## src/rtl/led_pkg.sv

```systemverilog
// Shared definitions for the LED peripheral: register offsets, display modes
// and the base address used by the bus address decoder.
package led_pkg;

    // Word offsets within the LED window, decoded from addr[3:2]
    localparam logic [1:0] LED_VALUE_OFF  = 2'd0;
    localparam logic [1:0] LED_MODE_OFF   = 2'd1;
    localparam logic [1:0] LED_PERIOD_OFF = 2'd2;
    localparam logic [1:0] LED_COUNT_OFF  = 2'd3;

    // Base of the LED window on the core data bus
    localparam logic [31:0] LED_BASE_ADDR = 32'h8000_0800;

    typedef enum logic [1:0] {
        LED_STATIC = 2'd0,
        LED_BLINK  = 2'd1,
        LED_ROTATE = 2'd2
    } led_mode_t;

    // The unused encoding 3 is folded onto STATIC so MODE always holds a legal state
    function automatic led_mode_t led_decode_mode(input logic [1:0] raw);
        case (raw)
            2'd1:    return LED_BLINK;
            2'd2:    return LED_ROTATE;
            default: return LED_STATIC;
        endcase
    endfunction

endpackage

```

## src/rtl/led_tick_gen.sv

```systemverilog
// Period counter for the LED display. Counts 0..period while running and
// emits a one-cycle tick on the cycle the count equals the period.
module led_tick_gen #(
    parameter int unsigned CNT_WIDTH = 24
) (
    input  logic                 clk_i,
    input  logic                 arstn_i,
    input  logic                 run_i,
    input  logic                 clear_i,
    input  logic [CNT_WIDTH-1:0] period_i,
    output logic                 tick_o,
    output logic [CNT_WIDTH-1:0] count_o
);

    logic [CNT_WIDTH-1:0] count_q, count_d;

    // Tick is raw here; the caller decides whether a simultaneous clear masks it
    assign tick_o  = run_i && (count_q == period_i);
    assign count_o = count_q;

    // Next count: hold at zero when stopped, wrap on tick, restart on clear
    always_comb begin
        count_d = count_q + CNT_WIDTH'(1);
        if (clear_i || !run_i || tick_o) begin
            count_d = '0;
        end
    end

    // Counter register
    always_ff @(posedge clk_i or negedge arstn_i) begin
        if (!arstn_i) begin
            count_q <= '0;
        end else begin
            count_q <= count_d;
        end
    end

endmodule

```

## src/rtl/led_responder.sv

```systemverilog
// Memory-mapped LED peripheral. Four word registers (VALUE, MODE, PERIOD,
// COUNT), fixed one-cycle response, and a static/blink/rotate LED display.
module led_responder
    import led_pkg::*;
#(
    parameter int unsigned          LED_WIDTH      = 16,
    parameter int unsigned          CNT_WIDTH      = 24,
    parameter logic [CNT_WIDTH-1:0] DEFAULT_PERIOD = CNT_WIDTH'(5_000_000)
) (
    input  logic                 clk_i,
    input  logic                 arstn_i,
    input  logic                 req_i,
    input  logic                 we_i,
    input  logic [31:0]          addr_i,
    input  logic [31:0]          wdata_i,
    output logic                 rvalid_o,
    output logic [31:0]          rdata_o,
    output logic [LED_WIDTH-1:0] led_o
);

    logic [LED_WIDTH-1:0] value_q, value_d;
    led_mode_t            mode_q, mode_d;
    logic [CNT_WIDTH-1:0] period_q, period_d;
    logic                 phase_q, phase_d;
    logic [LED_WIDTH-1:0] shadow_q, shadow_d;
    logic                 rvalid_q;
    logic [31:0]          rdata_q, rdata_d;
    logic [LED_WIDTH-1:0] led_q, led_d;

    logic [1:0]           off;
    logic                 wr_value, wr_mode, wr_period, rd;
    logic                 cnt_clear, tick, tick_eff;
    logic [CNT_WIDTH-1:0] count;

    // Only addr[3:2] and the low register bits of wdata are meaningful
    logic unused_bus_bits;
    assign unused_bus_bits = ^{addr_i, wdata_i};

    assign off       = addr_i[3:2];
    assign rd        = req_i && !we_i;
    assign wr_value  = req_i && we_i && (off == LED_VALUE_OFF);
    assign wr_mode   = req_i && we_i && (off == LED_MODE_OFF);
    assign wr_period = req_i && we_i && (off == LED_PERIOD_OFF);

    // Reconfiguring the timing restarts the period from a clean ON phase
    assign cnt_clear = wr_mode || wr_period;
    assign tick_eff  = tick && !cnt_clear;

    led_tick_gen #(
        .CNT_WIDTH (CNT_WIDTH)
    ) u_tick_gen (
        .clk_i    (clk_i),
        .arstn_i  (arstn_i),
        .run_i    (mode_q != LED_STATIC),
        .clear_i  (cnt_clear),
        .period_i (period_q),
        .tick_o   (tick),
        .count_o  (count)
    );

    function automatic logic [LED_WIDTH-1:0] rotl1(input logic [LED_WIDTH-1:0] v);
        return (v << 1) | (v >> (LED_WIDTH - 1));
    endfunction

    // Register writes and display state update; led_d is derived from next-state values
    always_comb begin
        value_d  = value_q;
        mode_d   = mode_q;
        period_d = period_q;
        phase_d  = phase_q;
        shadow_d = shadow_q;

        if (wr_value) begin
            value_d = wdata_i[LED_WIDTH-1:0];
        end
        if (wr_mode) begin
            mode_d = led_decode_mode(wdata_i[1:0]);
        end
        if (wr_period) begin
            period_d = wdata_i[CNT_WIDTH-1:0];
        end

        if (cnt_clear) begin
            phase_d = 1'b1;
        end else if (tick_eff && (mode_q == LED_BLINK)) begin
            phase_d = !phase_q;
        end

        // A load of the rotation pattern beats a rotate step in the same cycle
        if ((wr_mode && (mode_d == LED_ROTATE)) || (wr_value && (mode_q == LED_ROTATE))) begin
            shadow_d = value_d;
        end else if (tick_eff && (mode_q == LED_ROTATE)) begin
            shadow_d = rotl1(shadow_q);
        end

        led_d = value_d;
        unique case (mode_d)
            LED_STATIC: led_d = value_d;
            LED_BLINK:  led_d = phase_d ? value_d : '0;
            LED_ROTATE: led_d = shadow_d;
            default:    led_d = value_d;
        endcase
    end

    // Read mux samples pre-write contents; write responses carry zero data
    always_comb begin
        rdata_d = '0;
        if (rd) begin
            unique case (off)
                LED_VALUE_OFF:  rdata_d[LED_WIDTH-1:0] = value_q;
                LED_MODE_OFF:   rdata_d[1:0]           = mode_q;
                LED_PERIOD_OFF: rdata_d[CNT_WIDTH-1:0] = period_q;
                LED_COUNT_OFF:  rdata_d[CNT_WIDTH-1:0] = count;
                default:        rdata_d = '0;
            endcase
        end
    end

    // State and registered outputs
    always_ff @(posedge clk_i or negedge arstn_i) begin
        if (!arstn_i) begin
            value_q  <= '0;
            mode_q   <= LED_STATIC;
            period_q <= DEFAULT_PERIOD;
            phase_q  <= 1'b1;
            shadow_q <= '0;
            rvalid_q <= 1'b0;
            rdata_q  <= '0;
            led_q    <= '0;
        end else begin
            value_q  <= value_d;
            mode_q   <= mode_d;
            period_q <= period_d;
            phase_q  <= phase_d;
            shadow_q <= shadow_d;
            rvalid_q <= req_i;
            rdata_q  <= rdata_d;
            led_q    <= led_d;
        end
    end

    assign rvalid_o = rvalid_q;
    assign rdata_o  = rdata_q;
    assign led_o    = led_q;

endmodule

```

## config.mk

```make
export PLATFORM = sky130hd
export DESIGN_NAME = led_responder
export DESIGN_NICKNAME = d
export VERILOG_FILES = /design/src/rtl/led_pkg.sv /design/src/rtl/led_tick_gen.sv /design/src/rtl/led_responder.sv
export SDC_FILE = /design/constraint.sdc
export NUM_CORES = 1
export LEC_CHECK = 0
export CAP_MARGIN = 40
export CORE_ASPECT_RATIO = 1.25
export CORE_MARGIN = 4
export CORE_UTILIZATION = 45
export CTS_CLUSTER_DIAMETER = 80
export DETAILED_ROUTE_END_ITERATION = 7
export PLACE_DENSITY = 0.71
export SLEW_MARGIN = 10
export SYNTH_ARGS = -nofsm -noshare
export SYNTH_HDL_FRONTEND = slang
export SYNTH_HIERARCHICAL = 1
export SYNTH_SLANG_ARGS = --single-unit
```

## constraint.sdc

```tcl
create_clock -name clk_i -period 2.95 [get_ports clk_i]
set_clock_uncertainty 0.1 [all_clocks]
set_input_delay 0.295 -clock clk_i [delete_from_list [all_inputs] [get_ports clk_i]]
set_output_delay 0.295 -clock clk_i [all_outputs]
set_load 0.005 [all_outputs]
```

==> results of run 1 <==
==> Yosys cell counts, types with 10 or more instances <==
cell type    n
inv_1       20
buf_4       10
dfrtp_1    115
o31ai_2     10
a211oi_1    22
a211oi_2    10
nand3_1     12
nor2_1      84
a22oi_1     14
o21ai_0     14
xor2_1      38
mux2_2      55
mux2i_1     10
==> stage by stage <==
step	power [mW]	setup slack, ns	hold WS (ns)	instance area [um^2]	std cells
global placement	3.41	-0.302	0.263	7080	777
finish	5.69	0.168	0.353	7800	814
floorplan	2.96	0.441	-0.101	6080	532
CTS	5.72	0.0784	0.374	7770	814
global route	5.96	-0.00835	0.398	7800	814
detailed placement	3.46	0.00324	0.269	7120	780
==> how the worst max path moves through the flow <==
stage                  from   endpoint  slack [ns]  depth (start not counted)
6_report       period_q[11]  led_o[15]        0.17                         10
3_3_place_gp           we_i   led_o[8]       -0.30                          9
2_1_floorplan     addr_i[2]  led_o[15]        0.44                          8
4_1_cts        period_q[14]  led_o[15]        0.08                         10
3_5_place_dp   period_q[14]  led_o[15]       0.003                          9
5_1_grt        period_q[18]   led_o[2]      -0.008                         10
==> metal layers <==
layer  global-route usage [%]  routed length [um]  part of all wire [%]  up-vias
met5                        0                   0                     0        -
met4                     7.03                 202                   1.4        0
met3                     3.87                 623                   4.2       17
met2                     35.4                7870                    54      124
met1                     23.7                5970                    41     2203
li1                         -                   -                     -     2041
==> critical path, stage by stage, from the launching register on <==
cell,delay [ns]
dfstp_2,0.55
xor2_1,0.09
nor4_1,0.36
nand2_1,0.16
nor3_2,0.24
nand3b_1,0.10
buf_4,0.17
buf_12,0.13
a211oi_1,0.30
a211oi_1,0.12
o31ai_1,0.33
==> registers in the layout, indices dropped and copies added, names as in the netlist <==
register            cells
u_tick_gen/count_o     24
rvalid_o                1
led_o                  16
rdata_o                24
value_q                16
period_q               24
mode_q                  2
phase_q                 1
shadow_q               16
==> cells by family after synthesis <==
kind of cell             Yosys count
AO/OA/AOI/OAI                     83
XOR/XNOR                          48
adder cells (fa/ha/maj)            3
buffers and inverters             53
flip-flops                       124
multiplexers                      67
other                              1
AND/OR/NAND/NOR                  146
==> timing repair <==
action,CTS,global route
gates resized for setup,0,5
cloned,0,0
pin swaps,1,0
hold buffers,1,0
hold endpoints to repair,43,0
endpoints found under the setup margin,1,19
setup buffers,1,0
==> power groups by stage <==
| stage | sequential, mW | combinational [mW] | clock (mW) |
|---|---|---|---|
| finish | 2.27 | 1.20 | 2.23 |
| global route | 2.31 | 1.32 | 2.33 |
| CTS | 2.26 | 1.20 | 2.26 |
| detailed placement | 2.28 | 1.18 | 0 |
| global placement | 2.27 | 1.14 | 0 |
| floorplan | 2.24 | 0.719 | 0 |
==> area by class of cell <==
| type | count | area, um^2 | area share [%] |
|---|---|---|---|
| sequential | 124 | 3110 | 39.9 |
| clock buffer | 18 | 439 | 5.63 |
| multi-input combinational | 355 | 2710 | 34.7 |
| clock inverter | 14 | 195 | 2.50 |
| tap | 171 | 214 | 2.74 |
| timing repair buffer | 112 | 1050 | 13.5 |
| inverter | 20 | 75.1 | 0.963 |
==> results.md, run 1 <==
* Max-slew violations at 0
* Power Internal at a little over 4 mW
* Worst-Margin Slew at 0.721 ns
* Power dissipated by switching net loads at ~1.6 mW
* Status: completed
* Detailed Route Iter0 Violations at between 200 and 250
* Layout cell share with drive strength beyond 1 at 27.4%
* Post-synthesis compound-gate area fraction at about an eighth
* PD cells at about 730 mW/mm^2
* First-pass GRT wire length at around 24 mm
* DR DRC count at 0
* DR vias at around 4.4k
* Max-cap violation count at 0
* Initial antenna violation count at 0
* Yosys cell types at 47
* Clock share of power at between 30% and 40%
* Post-synth top flop: dfrtp_1
* CTS buffer count at 17
* Io pins at about 120
* Final setup viols at 0
* Pin count of the biggest net entering global routing at 57
* Rows at between 40 and 50
* Vias per cell at approximately 5.4
* Cell Area, Synth at ~0.0061 mm^2
* Initial Util at 45.7%
* Clock Root Buffer: clkbuf_16
* Critical Path Start Type: flip-flop
* CTS tree: done
* Post-synthesis mux area share at 12.6%
* TritonCTS Sinks at about 120
* Switching part of the total at between 20% and 30%
* Simple-Gate Fraction of Synth Area at about 12%
* Clock Pin Slew Worst Setup and Hold Paths at ~0.060 ns
* Core footprint at approximately 0.013 mm^2
* R2R setup slack at around 0.17 ns
* DRT Wirelength at 14.7 mm
* Hold Vio Cnt, Final at 0
* Clock network latency to the later pin of the worst-skew pair at around 0.42 ns
* Post-route ant nets at 0
* Vias in the first global route at around 4.6k
* #FFs+latches synth at approximately 120
* Die area at roughly 0.015 mm^2
* Worst path arrival time at 2.98 ns
* Port Buffers at 70
* Adder-cell share of the synthesized area at less than 1%
* Post-synth top area share at between 40% and 50%
* # diodes at 0
* Layout area overhead at 28.8%
* Total Nets Final at roughly 700
* Dpl hpwl at ~10 mm
* Yosys Warn Count at 6
* GRT overflow at 0
* Peak supply drop at roughly 0.36 mV
* Leak pwr at 3.45 nW
* Async SR Flop Fraction at 100%
* Final setup TNS at 0 ns
* Die Width at about 110 um
* Max Root-Sink Buffers at 2
* Max Fanout on Critical Path at 10
* Final Wtd Congestion at ~0.84
* Gate count of the mapped netlist at 525
* RR Startpoint: period_q[11]
* Combinational fraction of design power at 21.1%
* Crit path kind: reg2reg
* Seq pwr share at around two fifths
* Syn_area_per_cell at between 10 and 15 um^2
* Period minus WS final at between 2 and 3 ns
* 1st-pass router iterations at 7
* EDFF count, synth at 0
* Final core utilization at between 50% and 60%
* Tot GR Track Use at just under 20%
* DR WL/cell at 18.0 um
* Worst Hold Class: in2async
* Yosys top cell by area: dfrtp_1
* Worst EP required at around 3.2 ns
* Largest family of logic cells by synthesized area: multiplexers
* Register-to-Register Path Depth at 10
* Fillers at between 1k and 1.5k
* R2r endpoint: led_o[15]
* Die height at between 100 and 150 um
* Most common cell after layout, fill and taps aside: dfrtp_1
* Slew margin rel. at 51.9%
* Area contributors post-synth: dfrtp_1 48%, mux2_2 10%, xor2_1 5.5%
* CP Capture Type: flip-flop
* Most frequent cells in the layout: 115 x dfrtp_1, 84 x nor2_1, 69 x clkdlybuf4s50_1, 55 x mux2_2
* H-tree levels at 4
* Register area share after synthesis at about half
* Post-synthesis xor/xnor area fraction at roughly 7.1%
* Achievable clock frequency at approximately 360 MHz
* Final worst-path cycle share at between 90% and 100%
Note: power is estimated with default switching activity, not from simulation.
==> inputs of run 2 (changes only) <==
CAP_MARGIN = not set   (was 40)
CTS_BUF_LIST = sky130_fd_sc_hd__clkbuf_8 sky130_fd_sc_hd__clkbuf_16   (was not set)
==> results.md, run 2 (synthesis results as in run 1) <==
* Status: completed
* Max Fanout on Critical Path at 16 (+6)
* R2R setup slack at 0.09 ns (-0.08 ns)
* Vias in the first global route at 4641 (+0.48%)
* Layout area overhead at 27.4%
* Worst EP required at 3.13 ns (-0.02 ns)
* H-tree levels at 4 (unchanged)
* 1st-pass router iterations at 5 (-2)
* DRT Wirelength at 14.7 mm (about the same)
* Pin count of the biggest net entering global routing at 57 (unchanged)
* Initial antenna violation count at 0 (unchanged)
* Most common cell after layout, fill and taps aside: dfrtp_1
* Crit path kind: reg2reg
* Clock Pin Slew Worst Setup and Hold Paths at 0.06 ns (about the same)
* Initial Util at 45.7% (unchanged)
* # diodes at 0 (unchanged)
* Max-slew violations at 0 (unchanged)
* Clock Root Buffer: clkbuf_16
* TritonCTS Sinks at 124 (unchanged)
* Final Wtd Congestion at 0.842 (unchanged)
* Critical Path Start Type: flip-flop
* Final worst-path cycle share at 96.9% (+2.7 points)
* Crit path launch: period_q[23]
* Layout cell share with drive strength beyond 1 at 26.7% (-0.65 points)
* Worst-Margin Slew at 1.20 ns (+0.482 ns)
* First-pass GRT wire length at 23.5 mm (-1.2%)
* Placed Cells at 777 (-0.38%)
* DR DRC count at 0 (unchanged)
* Die area at 0.0154 mm^2 (unchanged)
* Slew margin rel. at 19.5% (-32 points)
* CP Capture Point: led_o[1]
* Peak supply drop at 0.377 mV (+5.3%)
* Final setup viols at 0 (unchanged)
* Achievable clock frequency at 350 MHz (-2.7%)
* Worst Hold Class: in2async
* Port Buffers at 70 (unchanged)
* Area of the multi-input gates at 0.00271 mm^2 (about the same)
* Die Width at 112 um (unchanged)
* Hold Vio Cnt, Final at 0 (unchanged)
* CP Capture Type: flip-flop
* Fin cells at 811 (-0.37%)
* Core footprint at 0.0132 mm^2 (unchanged)
* Clock network latency to the later pin of the worst-skew pair at 0.41 ns (about the same)
* Detailed Route Iter0 Violations at 253 (+11%)
* RR Startpoint: period_q[23]
* Most frequent cells in the layout: 115 x dfrtp_1, 84 x nor2_1, 69 x clkdlybuf4s50_1, 55 x mux2_2, 38 x xor2_1
* Vias per cell at 5.38 (-0.20%)
* Io pins at 117 (unchanged)
* Max Root-Sink Buffers at 2 (unchanged)
* Final setup TNS at 0 ns (unchanged)
* CTS buffer count at 17 (unchanged)
* DR vias at 4360 (-0.57%)
* Max-cap violation count at 0 (unchanged)
* DR WL/cell at 18.1 um (+0.36%)
* Die height at 138 um (unchanged)
* R2r endpoint: led_o[1]
* Fillers at 1095 (+1.3%)
* Post-route ant nets at 0 (unchanged)
* Rows at 47 (unchanged)
* CTS tree: done
* Register area at 0.00311 mm^2 (unchanged)
* RSZ-0062 raised after global routing: false
* Period minus WS final at 2.86 ns (+0.0782 ns)
* PD cells at 712 mW/mm^2 (-2.5%)
* GRT overflow at 0 (unchanged)
* Total Nets Final at 698 (-0.43%)
* Tot GR Track Use at 19.5% (-0.24 points)
* Leak pwr at 3.40 nW (-1.3%)
* Worst path arrival time at 3.04 ns (+0.06 ns)
* Dpl hpwl at 9.93 mm (-0.93%)
* Register-to-Register Path Depth at 9 (-1)
run 2: changes by cell type in the layout (fill, tap and decap cells not counted), moves of 2 or more:
cell / delta
clkinv_4: -2
inv_6: +2
a211oi_2: -2
bufinv_16: -2
a211oi_1: +2
clkinv_2: +2
run 2: how the worst min path moves through the flow:
stage	start	to	slack, ns	depth (start not counted)
CTS	arstn_i	rdata_o[0]	0.38	2
finish	arstn_i	rdata_o[23]	0.35	2
floorplan	arstn_i	led_o[0]	-0.10	0
detailed placement	arstn_i	rdata_o[16]	0.27	1
global placement	arstn_i	rdata_o[16]	0.26	1
global route	wdata_i[17]	period_q[17]	0.41	2
run 2: final cells by class:
cell class                 count  share of cell area, %
inverter                      20                  0.974
tap                          171                   2.77
timing repair buffer         109                   13.2
clock buffer                  18                   5.70
multi-input combinational    355                   35.1
clock inverter                14                   1.88
sequential                   124                   40.4
run 2: through the flow:
stage	power [mW]	hold WS, ns	cell area, um^2	setup WS [ns]	util [%]
2_1_floorplan	2.96	-0.101	6080	0.441	-
3_3_place_gp	3.41	0.263	7080	-0.302	53.5
3_5_place_dp	3.45	0.268	7080	-0.309	53.5
4_1_cts	5.52	0.377	7690	0.0454	58.1
5_1_grt	5.74	0.407	7710	0.0160	58.3
6_report	5.49	0.353	7710	0.0902	58.3
run 2: worst max-delay path, cell delays in order, from the launching register on:
cell and delay [ns]:
dfrtp_1 0.40, xor2_1 0.18, nor4_1 0.47, nand2_1 0.17, nor3_1 0.31, nand3b_1 0.12
buf_4 0.17, a21o_4 0.27, a211oi_1 0.37, o31ai_1 0.15
run 2: power breakdown:
part	internal (mW)	switching, mW
clock	1.26	0.778
combinational	0.607	0.577
sequential	2.05	0.215
total	3.92	1.57
run 2: routing by layer:
metal	global-route usage [%]	part of all wire, %	routed length [um]	up-vias
met5	0	0	0	-
met4	6.09	1.0	148	0
met3	4.04	3.6	527	12
met2	35.7	54	7890	102
met1	23.1	42	6090	2219
li1	-	-	-	2027
run 2: what timing repair did:
action	in CTS	in global routing
pin swaps	0	1
resized for setup	2	2
hold buffers	1	0
setup endpoints to repair	16	12
setup buffers	0	1
endpoints found under the hold margin	43	0
